===== config.mk =====
export PLATFORM = sky130hd
export DESIGN_NAME = bcd_seg_scan
export DESIGN_NICKNAME = d
export VERILOG_FILES = /design/src/rtl/bcd_disp_pkg.sv /design/src/rtl/seg7_decode.sv /design/src/rtl/bcd_seg_scan.sv
export SDC_FILE = /design/constraint.sdc
export NUM_CORES = 1
export LEC_CHECK = 0
export ABC_AREA = 1
export CAP_MARGIN = 20
export CORE_UTILIZATION = 50
export DETAILED_ROUTE_END_ITERATION = 16
export PLACE_DENSITY = 0.71
export SLEW_MARGIN = 20
export SYNTH_ARGS = -nofsm -noshare
export SYNTH_HDL_FRONTEND = slang
export SYNTH_SLANG_ARGS = --single-unit

===== constraint.sdc =====
create_clock -name clk -period 4.7 [get_ports clk]
set_clock_uncertainty 0.2 [all_clocks]
set_input_delay 0.94 -clock clk [delete_from_list [all_inputs] [get_ports clk]]
set_output_delay 0.94 -clock clk [all_outputs]
set_load 0.05 [all_outputs]

===== src/rtl/bcd_disp_pkg.sv =====
// Shared types and constants for the 3-digit BCD 7-segment scanner.
// Segment constants are active-high, bit order {g,f,e,d,c,b,a}.
package bcd_disp_pkg;

  typedef enum logic [1:0] {
    ST_UNITS = 2'd0,
    ST_TENS  = 2'd1,
    ST_HUNDS = 2'd2
  } scan_state_e;

  localparam logic [6:0] SEG_0     = 7'h3F;
  localparam logic [6:0] SEG_1     = 7'h06;
  localparam logic [6:0] SEG_2     = 7'h5B;
  localparam logic [6:0] SEG_3     = 7'h4F;
  localparam logic [6:0] SEG_4     = 7'h66;
  localparam logic [6:0] SEG_5     = 7'h6D;
  localparam logic [6:0] SEG_6     = 7'h7D;
  localparam logic [6:0] SEG_7     = 7'h07;
  localparam logic [6:0] SEG_8     = 7'h7F;
  localparam logic [6:0] SEG_9     = 7'h6F;
  localparam logic [6:0] SEG_DASH  = 7'h40;
  localparam logic [6:0] SEG_BLANK = 7'h00;

  localparam logic [2:0] AN_NONE  = 3'b000;
  localparam logic [2:0] AN_UNITS = 3'b001;
  localparam logic [2:0] AN_TENS  = 3'b010;
  localparam logic [2:0] AN_HUNDS = 3'b100;

endpackage


===== src/rtl/seg7_decode.sv =====
// Combinational BCD digit to active-high 7-segment pattern; non-decimal codes show a dash.
module seg7_decode
  import bcd_disp_pkg::*;
(
  input  logic [3:0] digit_i,
  output logic [6:0] seg_o
);

  always_comb begin
    seg_o = SEG_DASH;
    case (digit_i)
      4'd0:    seg_o = SEG_0;
      4'd1:    seg_o = SEG_1;
      4'd2:    seg_o = SEG_2;
      4'd3:    seg_o = SEG_3;
      4'd4:    seg_o = SEG_4;
      4'd5:    seg_o = SEG_5;
      4'd6:    seg_o = SEG_6;
      4'd7:    seg_o = SEG_7;
      4'd8:    seg_o = SEG_8;
      4'd9:    seg_o = SEG_9;
      default: seg_o = SEG_DASH;
    endcase
  end

endmodule


===== src/rtl/bcd_seg_scan.sv =====
// Time-multiplexed 3-digit 7-segment scanner with tear-free frame-boundary updates.
// Optional leading-zero blanking is enabled by defining LEADING_ZERO_BLANK_EN.
module bcd_seg_scan
  import bcd_disp_pkg::*;
#(
  parameter int SCAN_DIV       = 50000,
  parameter bit SEG_ACTIVE_LOW = 1'b1
) (
  input  logic       clk,
  input  logic       rst,
  input  logic       load,
  input  logic [1:0] hunds,
  input  logic [3:0] tens,
  input  logic [3:0] units,
  output logic [6:0] seg,
  output logic [2:0] an,
  output logic       pending
);

  localparam int              DIV_W    = (SCAN_DIV > 2) ? $clog2(SCAN_DIV) : 1;
  localparam logic [DIV_W-1:0] DIV_LAST = DIV_W'(SCAN_DIV - 1);
  localparam logic [6:0]      SEG_OFF  = SEG_ACTIVE_LOW ? 7'h7F : 7'h00;

  scan_state_e      state_q, state_d;
  logic [DIV_W-1:0] div_q, div_d;
  logic [1:0]       holdHunds_q, holdHunds_d, dispHunds_q, dispHunds_d;
  logic [3:0]       holdTens_q, holdTens_d, dispTens_q, dispTens_d;
  logic [3:0]       holdUnits_q, holdUnits_d, dispUnits_q, dispUnits_d;
  logic             pending_q, pending_d;
  logic [6:0]       seg_q, seg_d;
  logic [2:0]       an_q, an_d;
  logic             boundary;
  logic [3:0]       digitSel;
  logic [6:0]       digitSeg;
  logic             blank;

  assign boundary = (state_q == ST_HUNDS) && (div_q == DIV_LAST);

  always_comb begin
    state_d = state_q;
    div_d   = div_q + DIV_W'(1);
    if (div_q == DIV_LAST) begin
      div_d = '0;
      unique case (state_q)
        ST_UNITS: state_d = ST_TENS;
        ST_TENS:  state_d = ST_HUNDS;
        ST_HUNDS: state_d = ST_UNITS;
        default:  state_d = ST_UNITS;
      endcase
    end
  end

  // A load on the boundary cycle goes straight to the display so it is never left pending.
  always_comb begin
    holdHunds_d = holdHunds_q;
    holdTens_d  = holdTens_q;
    holdUnits_d = holdUnits_q;
    dispHunds_d = dispHunds_q;
    dispTens_d  = dispTens_q;
    dispUnits_d = dispUnits_q;
    pending_d   = pending_q;
    if (boundary) begin
      pending_d = 1'b0;
      if (load) begin
        dispHunds_d = hunds;
        dispTens_d  = tens;
        dispUnits_d = units;
      end else if (pending_q) begin
        dispHunds_d = holdHunds_q;
        dispTens_d  = holdTens_q;
        dispUnits_d = holdUnits_q;
      end
    end else if (load) begin
      holdHunds_d = hunds;
      holdTens_d  = tens;
      holdUnits_d = units;
      pending_d   = 1'b1;
    end
  end

  // Outputs are built from next-state values so an/seg follow the state register exactly.
  always_comb begin
    an_d     = AN_UNITS;
    digitSel = dispUnits_d;
    blank    = 1'b0;
    unique case (state_d)
      ST_UNITS: begin
        an_d     = AN_UNITS;
        digitSel = dispUnits_d;
      end
      ST_TENS: begin
        an_d     = AN_TENS;
        digitSel = dispTens_d;
`ifdef LEADING_ZERO_BLANK_EN
        blank    = (dispHunds_d == 2'd0) && (dispTens_d == 4'd0);
`endif
      end
      ST_HUNDS: begin
        an_d     = AN_HUNDS;
        digitSel = (dispHunds_d == 2'd3) ? 4'hF : {2'b00, dispHunds_d};
`ifdef LEADING_ZERO_BLANK_EN
        blank    = (dispHunds_d == 2'd0);
`endif
      end
      default: begin
        an_d     = AN_UNITS;
        digitSel = dispUnits_d;
      end
    endcase
  end

  seg7_decode u_decode (
    .digit_i(digitSel),
    .seg_o  (digitSeg)
  );

  always_comb begin
    seg_d = blank ? SEG_BLANK : digitSeg;
    if (SEG_ACTIVE_LOW) begin
      seg_d = ~seg_d;
    end
  end

  always_ff @(posedge clk) begin
    if (rst) begin
      state_q     <= ST_UNITS;
      div_q       <= '0;
      holdHunds_q <= '0;
      holdTens_q  <= '0;
      holdUnits_q <= '0;
      dispHunds_q <= '0;
      dispTens_q  <= '0;
      dispUnits_q <= '0;
      pending_q   <= 1'b0;
      an_q        <= AN_NONE;
      seg_q       <= SEG_OFF;
    end else begin
      state_q     <= state_d;
      div_q       <= div_d;
      holdHunds_q <= holdHunds_d;
      holdTens_q  <= holdTens_d;
      holdUnits_q <= holdUnits_d;
      dispHunds_q <= dispHunds_d;
      dispTens_q  <= dispTens_d;
      dispUnits_q <= dispUnits_d;
      pending_q   <= pending_d;
      an_q        <= an_d;
      seg_q       <= seg_d;
    end
  end

  assign seg     = seg_q;
  assign an      = an_q;
  assign pending = pending_q;

endmodule


### After elaboration in Yosys (flattened, before gate mapping)

Memories as Yosys holds them, arrays and structs flattened.
Index checks and enable logic that the tools add are counted.

| word-level totals | value |
|---|---|
| input port bits | 13 |
| register bits | 49 |
| output and inout bits | 11 |
| ROM bits | 112 |
| logic and storage cells | 40 |
| memories kept | 1 |

| cells by class | value |
|---|---|
| reduce and logical (&&, ||, !) cells | 5 |
| bitwise gates (word level) | 2 |
| mux-type cells | 14 |
| $add $sub $neg | 1 |
| equal/unequal tests | 6 |

Memories:

| memory | depth | bits a word | read ports | clocked after memory_dff | wr ports | RTL line | source |
|---|---|---|---|---|---|---|---|
| (no name shown) | 16 | 7 | 1 | 0 | 0 | seg7_decode.sv:11 | `case (digit_i)` |

Operators with widths:

| operator | number |
|---|---|
| $mux W4 | 7 |
| $add A16 B1 Y16 const B | 1 |
| $eq A16 B16 Y1 const B | 1 |
| $mux W2 | 4 |
| $pmux W4 S2 | 1 |
| $not A7 Y7 | 1 |
| $eq A2 B2 Y1 const B | 3 |
| $pmux W3 S2 | 1 |
| $eq A2 B1 Y1 const B | 2 |
| $pmux W2 S2 | 1 |
| $reduce_or A2 Y1 | 2 |
| $logic_not A2 Y1 | 1 |
| $reduce_and A2 Y1 | 1 |
| $logic_and A1 B1 Y1 | 1 |
| $not A1 Y1 | 1 |

### Logic depth before layout (Yosys ltp)

Gate-level depths: netlist of run 1.
An unclocked memory read counts as a cell.

| depth | value |
|---|---|
| depth in word-level cells | 8 |
| gate-level depth with buffers | 18 |
| mapped depth without buffers | 18 |

### Modules after synthesis

From an unflattened synthesis of run 1, not the netlist that was laid out.

| second synthesis, totals | value |
|---|---|
| cell total of the unflattened synthesis | 360 |
| area total of the unflattened synthesis | 2519.9 sq um |

Modules (own cells, without submodules):

| module | sequential area each (sq um) | area an instance (sq um) | cells an instance | instances |
|---|---|---|---|---|
| bcd_seg_scan | 980.9 | 2327.2 | 324 | 1 |
| seg7_decode | 0.0 | 192.7 | 36 | 1 |

### Worst setup path before layout of run 1

No wires, ideal clock.

| path | value |
|---|---|
| path kind | register to register |
| start | reg div_q[0] |
| end | reg seg_q[3] (netlist: seg[3]) |
| period minus slack after synthesis | 2.909 ns |
| library setup time | 0.136 ns |
| stages on the path, launching flop included | 18 |
| required time | 4.364 ns |
| path buffers | 0 |
| arrival time | 2.573 ns |
| setup slack | 1.791 ns |
| cell sequence | dfxtp_1 ha_1 nand3_1 nor2_4 nand2_4 nor3_1 o21bai_1 inv_1 ha_1 inv_1 nand3_1 nand2_2 inv_2 ha_1 inv_1 nand3_1 nand3_1 nand3_2 |

| on the way | value |
|---|---|
| elaborated cells on any way between the ends | 13 |
| those cells by class | 4 x eq/ne; 6 x mux; 1 x bitwise; 1 x reduce/logical; 1 x memory |

RTL lines:

| what | RTL line | source |
|---|---|---|
| start, declared | bcd_seg_scan.sv:25 | `logic [DIV_W-1:0] div_q, div_d;` |
| start signal, assigned | bcd_seg_scan.sv:139 | `div_q <= div_d;` |
| $eq A16 B16 Y1 * | bcd_seg_scan.sv:42 | `if (div_q == DIV_LAST) begin` |
| $mux W2 * | bcd_seg_scan.sv:42 |  |
| named net state_d[0] | bcd_seg_scan.sv:24 | `scan_state_e state_q, state_d;` |
| $eq A2 B2 Y1 / $eq A2 B1 Y1 (equally long branches) | bcd_seg_scan.sv:86 | `unique case (state_d)` |
| $pmux W4 S2 * | bcd_seg_scan.sv:86 |  |
| $mem_v2 Z16 W7 * | - |  |
| $not A7 Y7 * | bcd_seg_scan.sv:120 | `seg_d = ~seg_d;` |
| end signal, assigned | bcd_seg_scan.sv:148 | `seg_q <= seg_d;` |
| end, declared | bcd_seg_scan.sv:30 | `logic [6:0] seg_q, seg_d;` |

The timed path passes the listed nets; every way through them passes the cells marked *.
A chain may end at the register's enable or synchronous reset.

### Worst setup path after layout of run 1

| path | value |
|---|---|
| start | in load |
| end | reg seg_q[3] (netlist: seg[3]) |

| on the way | value |
|---|---|
| cells in the longest elaborated chain, start to end | 7 |
| elaborated cells on any way between the ends | 11 |
| those cells by class | 1 x eq/ne; 8 x mux; 1 x bitwise; 1 x memory |

RTL lines:

| what | RTL line | source |
|---|---|---|
| start, declared | bcd_seg_scan.sv:11 | `input logic load,` |
| $mux W2 | bcd_seg_scan.sv:64 | `if (load) begin` |
| $mux W2 | bcd_seg_scan.sv:62 | `if (boundary) begin` |
| $eq A2 B2 Y1 | bcd_seg_scan.sv:100 | `digitSel = (dispHunds_d == 2'd3) ? 4'hF : {2'b00, dispHunds_d};` |
| $mux W4 | bcd_seg_scan.sv:100 |  |
| $pmux W4 S2 * | bcd_seg_scan.sv:86 |  |
| $mem_v2 Z16 W7 * | - |  |
| $not A7 Y7 * | bcd_seg_scan.sv:120 |  |

Every way passes the cells marked *; elsewhere a longest branch is shown, timed or not.

==> results of run 1 <==
## layout by cell type (no fill, tap or decap), types with 3 or more instances in the layout
master	count
nor3_1	4
o21ai_1	5
nand2_4	3
nand3_1	29
nand2_1	74
o21bai_1	3
ha_1	8
clkdlybuf4s50_1	23
dfxtp_1	49
nand2_2	8
clkbuf_8	5
nor2_1	56
a21oi_1	11
nand3_2	10
inv_2	10
inv_1	42
nor3b_1	4
o21ai_0	20
## flip-flops by register name (all words and copies together) (netlist names)
register / count
div_q: 16
seg: 7
dispTens_q: 4
dispUnits_q: 4
holdTens_q: 4
holdUnits_q: 4
an: 3
dispHunds_q: 2
holdHunds_q: 2
state_q: 2
pending: 1
## where the power goes
group	switching [mW]	leakage, nW	internal (mW)
clock	0.135	0.0385	0.105
sequential	0.00788	0.401	0.427
combinational	0.0415	0.835	0.0280
## cells by family (layout without fill, tap and decap cells)
| logic type | count (synthesis) | after routing | share of synthesized area |
|---|---|---|---|
| flops | 49 | 49 | 0.383 |
| mux | 1 | 1 | 0.00391 |
| fa+ha+maj | 8 | 8 | 0.0391 |
| simple gates | 198 | 198 | 0.373 |
| buf+inv | 64 | 87 | 0.0997 |
| compound gates | 45 | 45 | 0.0982 |
| xor+xnor | 1 | 1 | 0.00342 |
## per-stage QoR
step	hold slack [ns]	total power [mW]
floorplan	0.218	0.488
finish	0.254	0.745
global placement	0.232	0.513
detailed placement	0.244	0.514
global route	0.298	0.780
CTS	0.257	0.756
## how the worst min path moves through the flow
stage,cells after the start,slack (ns),endpoint,from
after global routing,1,0.30,div_q[0],div_q[0]
after CTS,1,0.26,div_q[0],div_q[0]
after detailed placement,1,0.24,div_q[0],div_q[0]
final,1,0.25,div_q[0],div_q[0]
after global placement,1,0.23,div_q[0],div_q[0]
after floorplan,1,0.22,div_q[0],div_q[0]
## cell type report
class	instances	area share
clock buffer	7	0.0261
tap	67	0.0287
clock inverter	1	0.00257
sequential	49	0.336
inverter	54	0.0694
multi-input combinational	253	0.454
timing repair buffer	25	0.0839
## layer usage
| metal | vias to the layer above | track usage |
|---|---|---|
| met5 | - | 0 |
| met4 | 0 | 0.0705 |
| met3 | 5 | 0.0412 |
| met2 | 18 | 0.356 |
| met1 | 1008 | 0.233 |
| li1 | 1190 | - |
==> flow_summary.json, run 1 <==
{
  "worst_pin_slew_ns": 0.617,
  "reg2reg_to": "seg[3]",
  "final-instance-count-excl-fill": 456,
  "critical_path_arrival_ns": 3.25,
  "post_cts_resize_count": 0,
  "maxSlewHeadroom": 0.588,
  "report.final.slew_viol_count": 0,
  "numCtsBuffers": 5,
  "crit_path_end_kind": "register",
  "setup_violations": 0,
  "worst_r2r_path_depth": 17,
  "std_cell_rows": 25,
  "min_period_over_period": 0.693,
  "dp.cells": 448,
  "synth.lib_cells_used.distinct": 35,
  "route.met2.wl_mm": 2.38,
  "n_antenna_cell": 0,
  "synth.top_cells.by_area": "dfxtp_1, nand2_1, nor2_1",
  "gr_ovfl_total": 0,
  "area_delta_synth_final_pct": 14.1,
  "async_flop_share": 0,
  "fillerInstances": 471,
  "count_leader_synth": "nand2_1",
  "netlist_top_cells_count": "nand2_1, nor2_1, dfxtp_1, inv_1, nand3_1",
  "grt_max_degree": 20,
  "final.setup.worst_slack_ns": 1.44,
  "die-width_microns": 73.6,
  "first_pass_grt_wire_length_mm": 8.32,
  "hpwlAfterDp_mm": 3.72,
  "first_global_vias": 2032,
  "drtPass1Iterations": 4,
  "fin_tns_setup_ns": 0,
  "ir_worst_vdd_mv": 0.206,
  "layout.cell_area.non_filler_sq_mm": 0.00292,
  "grt_antenna_before_repair": 0,
  "synthCells": 366,
  "drt_drc_violations_left": 0,
  "crit_path_end": "seg[3]",
  "timing.critical_path.buf_inv": 4,
  "design.core.area_sq_mm": 0.00482,
  "dieArea_sq_mm": 0.00541,
  "reg2reg_setup_slack_ns": 1.52,
  "dr.max_layer_used": "met4",
  "post-cts-setup-buffer-count": 0,
  "htree_num_levels": 2,
  "min-delay-path-class": "register to register",
  "fmax_mhz": 307,
  "result_of_the_run": "completed",
  "final_core_utilization": 0.606,
  "clock-sinks": 49,
  "crit_chain": "clkdlybuf4s50_1 > inv_1 > o211ai_1 > nand3_1 > nand3_1 > nand3_1 > nand2_2 > inv_2 > ha_1 > inv_1 > nand3_1 > nand3_1 > nand3_2",
  "clock_tree_from_tritoncts": "done",
  "detail_route.iter0.violations": 113,
  "globalRouteTotalUtil": 0.199,
  "timing.critical_path.mode_cell": "nand3_1",
  "cp_slowest_stage_delay_ns": 0.69,
  "clk_transition_reported_paths_ns": 0.08,
  "area_used_by_multi_input_combinational_logic_sq_mm": 0.00133,
  "rsz0062_at_grt": "false",
  "total_via_count_after_detailed_routing": 2221,
  "cap_viol_max_count": 0,
  "crit-reg2reg-launch": "div_q[0]",
  "drt-total-wl_mm": 4.86,
  "synth.largest_area_cell": "dfxtp_1",
  "place.gp.congestion": 0.959,
  "met3WireLength_microns": 99,
  "average_via_count_per_standard_cell": 4.87,
  "drt-met1-wl_mm": 2.34,
  "floorplan.io_pins": 24,
  "pre_cts_worst_setup_slack_ns": 1.14,
  "timing.critical_path.from": "load",
  "postSynthAreaPerCell_sq_um": 7.00,
  "cp_slowest_cell": "clkdlybuf4s50_1",
  "clockRootBuffer": "clkbuf_8",
  "required_ns": 4.69,
  "synth_area_sq_mm": 0.00256,
  "cell_family_with_the_largest_share_of_critical_path_delay": "buffers and inverters",
  "finalHoldViolations": 0,
  "yosys_most_used_dff": "dfxtp_1",
  "static-leakage-power_nw": 1.27,
  "critical_path_depth": 13,
  "worstSetupPathType": "input pin to register",
  "final-seq-area_sq_um": 981,
  "die_y_microns": 73.6,
  "antenna_violating_nets_post_route": 0,
  "synth.net_count": 387,
  "synth_top_area_share": 0.383,
  "detail_route.wl_per_cell_microns": 10.7,
  "pwr_density_cell_mw_per_mm2": 255,
  "ys.warnings.count": 0,
  "nets": 409,
  "buffer_ports.inserted": 23,
  "clock_insertion_delay_worst_skew_ns": 0.30,
  "holdBufCountCts": 0,
  "placed_cell_area_sq_mm": 0.00284,
  "synth-edff-count": 0,
  "layout_cell_share_with_drive_strength_beyond_1": 0.118,
  "cts.path.max_buffers": 2,
  "setup.worst_path.start_class": "input pin",
  "synth.yosys.seq_area_share": 0.383,
  "worst-path-max-fanout": 11,
  "initial_utilization": 0.532,
  "finalCriticalPeriod_ns": 3.26,
  "yosys_register_bits": 49
}
Note: power is estimated with default switching activity, not from simulation.
==> run 2, diff against run 1 <==
Clock period 4.7 ns to 3.3 ns, I/O delays scaled along.
==> flow_summary.json, run 2 (synthesized netlist as in run 1, its figures left out) <==
{
  "result_of_the_run": "completed",
  "layout_cell_share_with_drive_strength_beyond_1": 0.138,
  "cellInternalPower_mw": 0.896,
  "buffer_ports.inserted": 23,
  "hpwlAfterDp_mm": 3.79,
  "nets": 411,
  "mostFrequentLayoutCells": "nand2_1, nor2_1, dfxtp_1, inv_1, nand3_1",
  "fillerInstances": 474,
  "worstSetupPathType": "register to register",
  "dieArea_sq_mm": 0.00541,
  "cts.path.max_buffers": 2,
  "most_common_library_cell_in_the_layout_ignoring_fill_and_taps": "nand2_1",
  "crit_path_end_kind": "register",
  "place.gp.congestion": 0.951,
  "fin_tns_setup_ns": 0,
  "setup_violations": 0,
  "final-instance-count-excl-fill": 458,
  "floorplan.io_pins": 24,
  "holdBufCountCts": 0,
  "crit-reg2reg-launch": "div_q[0]",
  "total_via_count_after_detailed_routing": 2245,
  "clock-sinks": 49,
  "clk_transition_reported_paths_ns": 0.09,
  "finalCriticalPeriod_ns": 3.00,
  "cap_viol_max_count": 0,
  "largest_register": "div_q",
  "final.setup.worst_slack_ns": 0.299,
  "detail_route.wl_per_cell_microns": 11.3,
  "gr_ovfl_total": 0,
  "ir_worst_vdd_mv": 0.245,
  "clock_tree_from_tritoncts": "done",
  "detail_route.iter0.violations": 101,
  "static-leakage-power_nw": 1.30,
  "reg2reg_to": "seg[3]",
  "min-delay-path-class": "register to register",
  "reg2reg_setup_slack_ns": 0.30,
  "numCtsBuffers": 5,
  "antenna_violating_nets_post_route": 0,
  "std_cell_rows": 25,
  "p_sw_mw": 0.275,
  "first_pass_grt_wire_length_mm": 9.00,
  "grt_antenna_before_repair": 0,
  "initial_utilization": 0.532,
  "globalRouteTotalUtil": 0.215,
  "htree_num_levels": 2,
  "min_period_over_period": 0.909,
  "beginning_of_the_worst_hold_path": "div_q[0]",
  "average_via_count_per_standard_cell": 4.90,
  "maxSlewHeadroom": 0.601,
  "finalHoldViolations": 0,
  "drt-total-wl_mm": 5.16,
  "rsz0062_at_grt": "false",
  "first_global_vias": 2162,
  "min_delay_worst_endpoint": "div_q[0]",
  "required_ns": 3.29,
  "die_y_microns": 73.6,
  "setup.worst_path.start_class": "register",
  "design.core.area_sq_mm": 0.00482,
  "post-cts-setup-buffer-count": 0,
  "drtPass1Iterations": 4,
  "n_antenna_cell": 0,
  "final_core_utilization": 0.619,
  "share_seq_of_total_power": 0.529,
  "report.final.slew_viol_count": 0,
  "clockRootBuffer": "clkbuf_8",
  "worst_r2r_path_depth": 17,
  "grt_max_degree": 20,
  "critical_path_arrival_ns": 2.99,
  "share_comb_of_total_power": 0.088,
  "drt_drc_violations_left": 0,
  "pwr_density_cell_mw_per_mm2": 393,
  "area_delta_synth_final_pct": 16.5,
  "dp.cells": 450,
  "fmax_mhz": 333,
  "pre_cts_worst_setup_slack_ns": 0.140,
  "clock_insertion_delay_worst_skew_ns": 0.30,
  "worst_hold_path.num_cells": 1,
  "clock_power_share": 0.384,
  "totalPowerFinal_mw": 1.17,
  "worst_pin_slew_ns": 0.598,
  "die-width_microns": 73.6,
  "largest_register_ff_count": 16,
  "swShare": 0.235,
  "worst-path-max-fanout": 6
}
-- run 2: cell count changes in the layout (fill, tap and decap cells not counted), sizes merged --
cell,delta
bufinv,+1
clkbuf,-1
buf,+2
-- run 2: how the worst max path moves through the flow --
stage	slack, ns	startpoint	cells past startpoint	endpoint
6_report	0.30	div_q[0]	17	seg[3]
5_1_grt	0.02	div_q[0]	16	seg[3]
4_1_cts	0.12	div_q[0]	17	seg[3]
3_5_place_dp	0.14	div_q[0]	17	seg[3]
3_3_place_gp	0.26	div_q[0]	17	seg[3]
2_1_floorplan	0.39	div_q[0]	17	seg[3]
-- run 2: repair_timing --
| item | 4_1_cts | 5_1_grt |
|---|---|---|
| gates resized for setup | 0 | 4 |
| hold endpoints to repair | 0 | 0 |
| setup endpoints to repair | 0 | 6 |
-- run 2: layer usage --
layer  wire, microns  GRT usage  vias to the layer above
li1                -          -                     1197
met1            2400      0.264                     1003
met2            2480      0.365                       39
met3             193     0.0466                        6
met4              82     0.0855                        0
met5               0          0                        -
-- run 2: worst max-delay path, cell delays in order, from the launching register on --
cell and delay (ns):
dfxtp_1 0.36, ha_2 0.21, nand3_2 0.11, nor2_4 0.17, nand2_4 0.10, nor3_1 0.13
o21bai_1 0.16, inv_1 0.09, ha_2 0.33, inv_2 0.13, nand3_1 0.11, nand2_2 0.14
inv_2 0.06, ha_1 0.26, inv_1 0.05, nand3_1 0.10, nand3_1 0.11, nand3_2 0.06
-- run 2: power groups by stage --
stage	Sequential, mW	Combinational [mW]	Clock, mW
after floorplan	0.647	0.0476	0
after global placement	0.633	0.101	0
after detailed placement	0.633	0.102	0
after CTS	0.619	0.103	0.465
after global routing	0.622	0.115	0.486
final	0.619	0.103	0.449
-- run 2: layout make-up --
type | instances | area (sq um) | share of cell area
clock inverter | 2 | 37.5 | 0.0126
sequential | 49 | 981 | 0.329
clock buffer | 6 | 82.6 | 0.0277
inverter | 54 | 203 | 0.0680
timing repair buffer | 27 | 260 | 0.0872
multi-input combinational | 253 | 1340 | 0.448
tap | 67 | 83.8 | 0.0281
-- run 2: stage by stage --
stage                     instance area [sq um]  hold WS [ns]
after floorplan                            2560         0.218
after global placement                     2850         0.232
after detailed placement                   2850         0.241
after CTS                                  2970         0.254
after global routing                       2980         0.290
final                                      2980         0.254
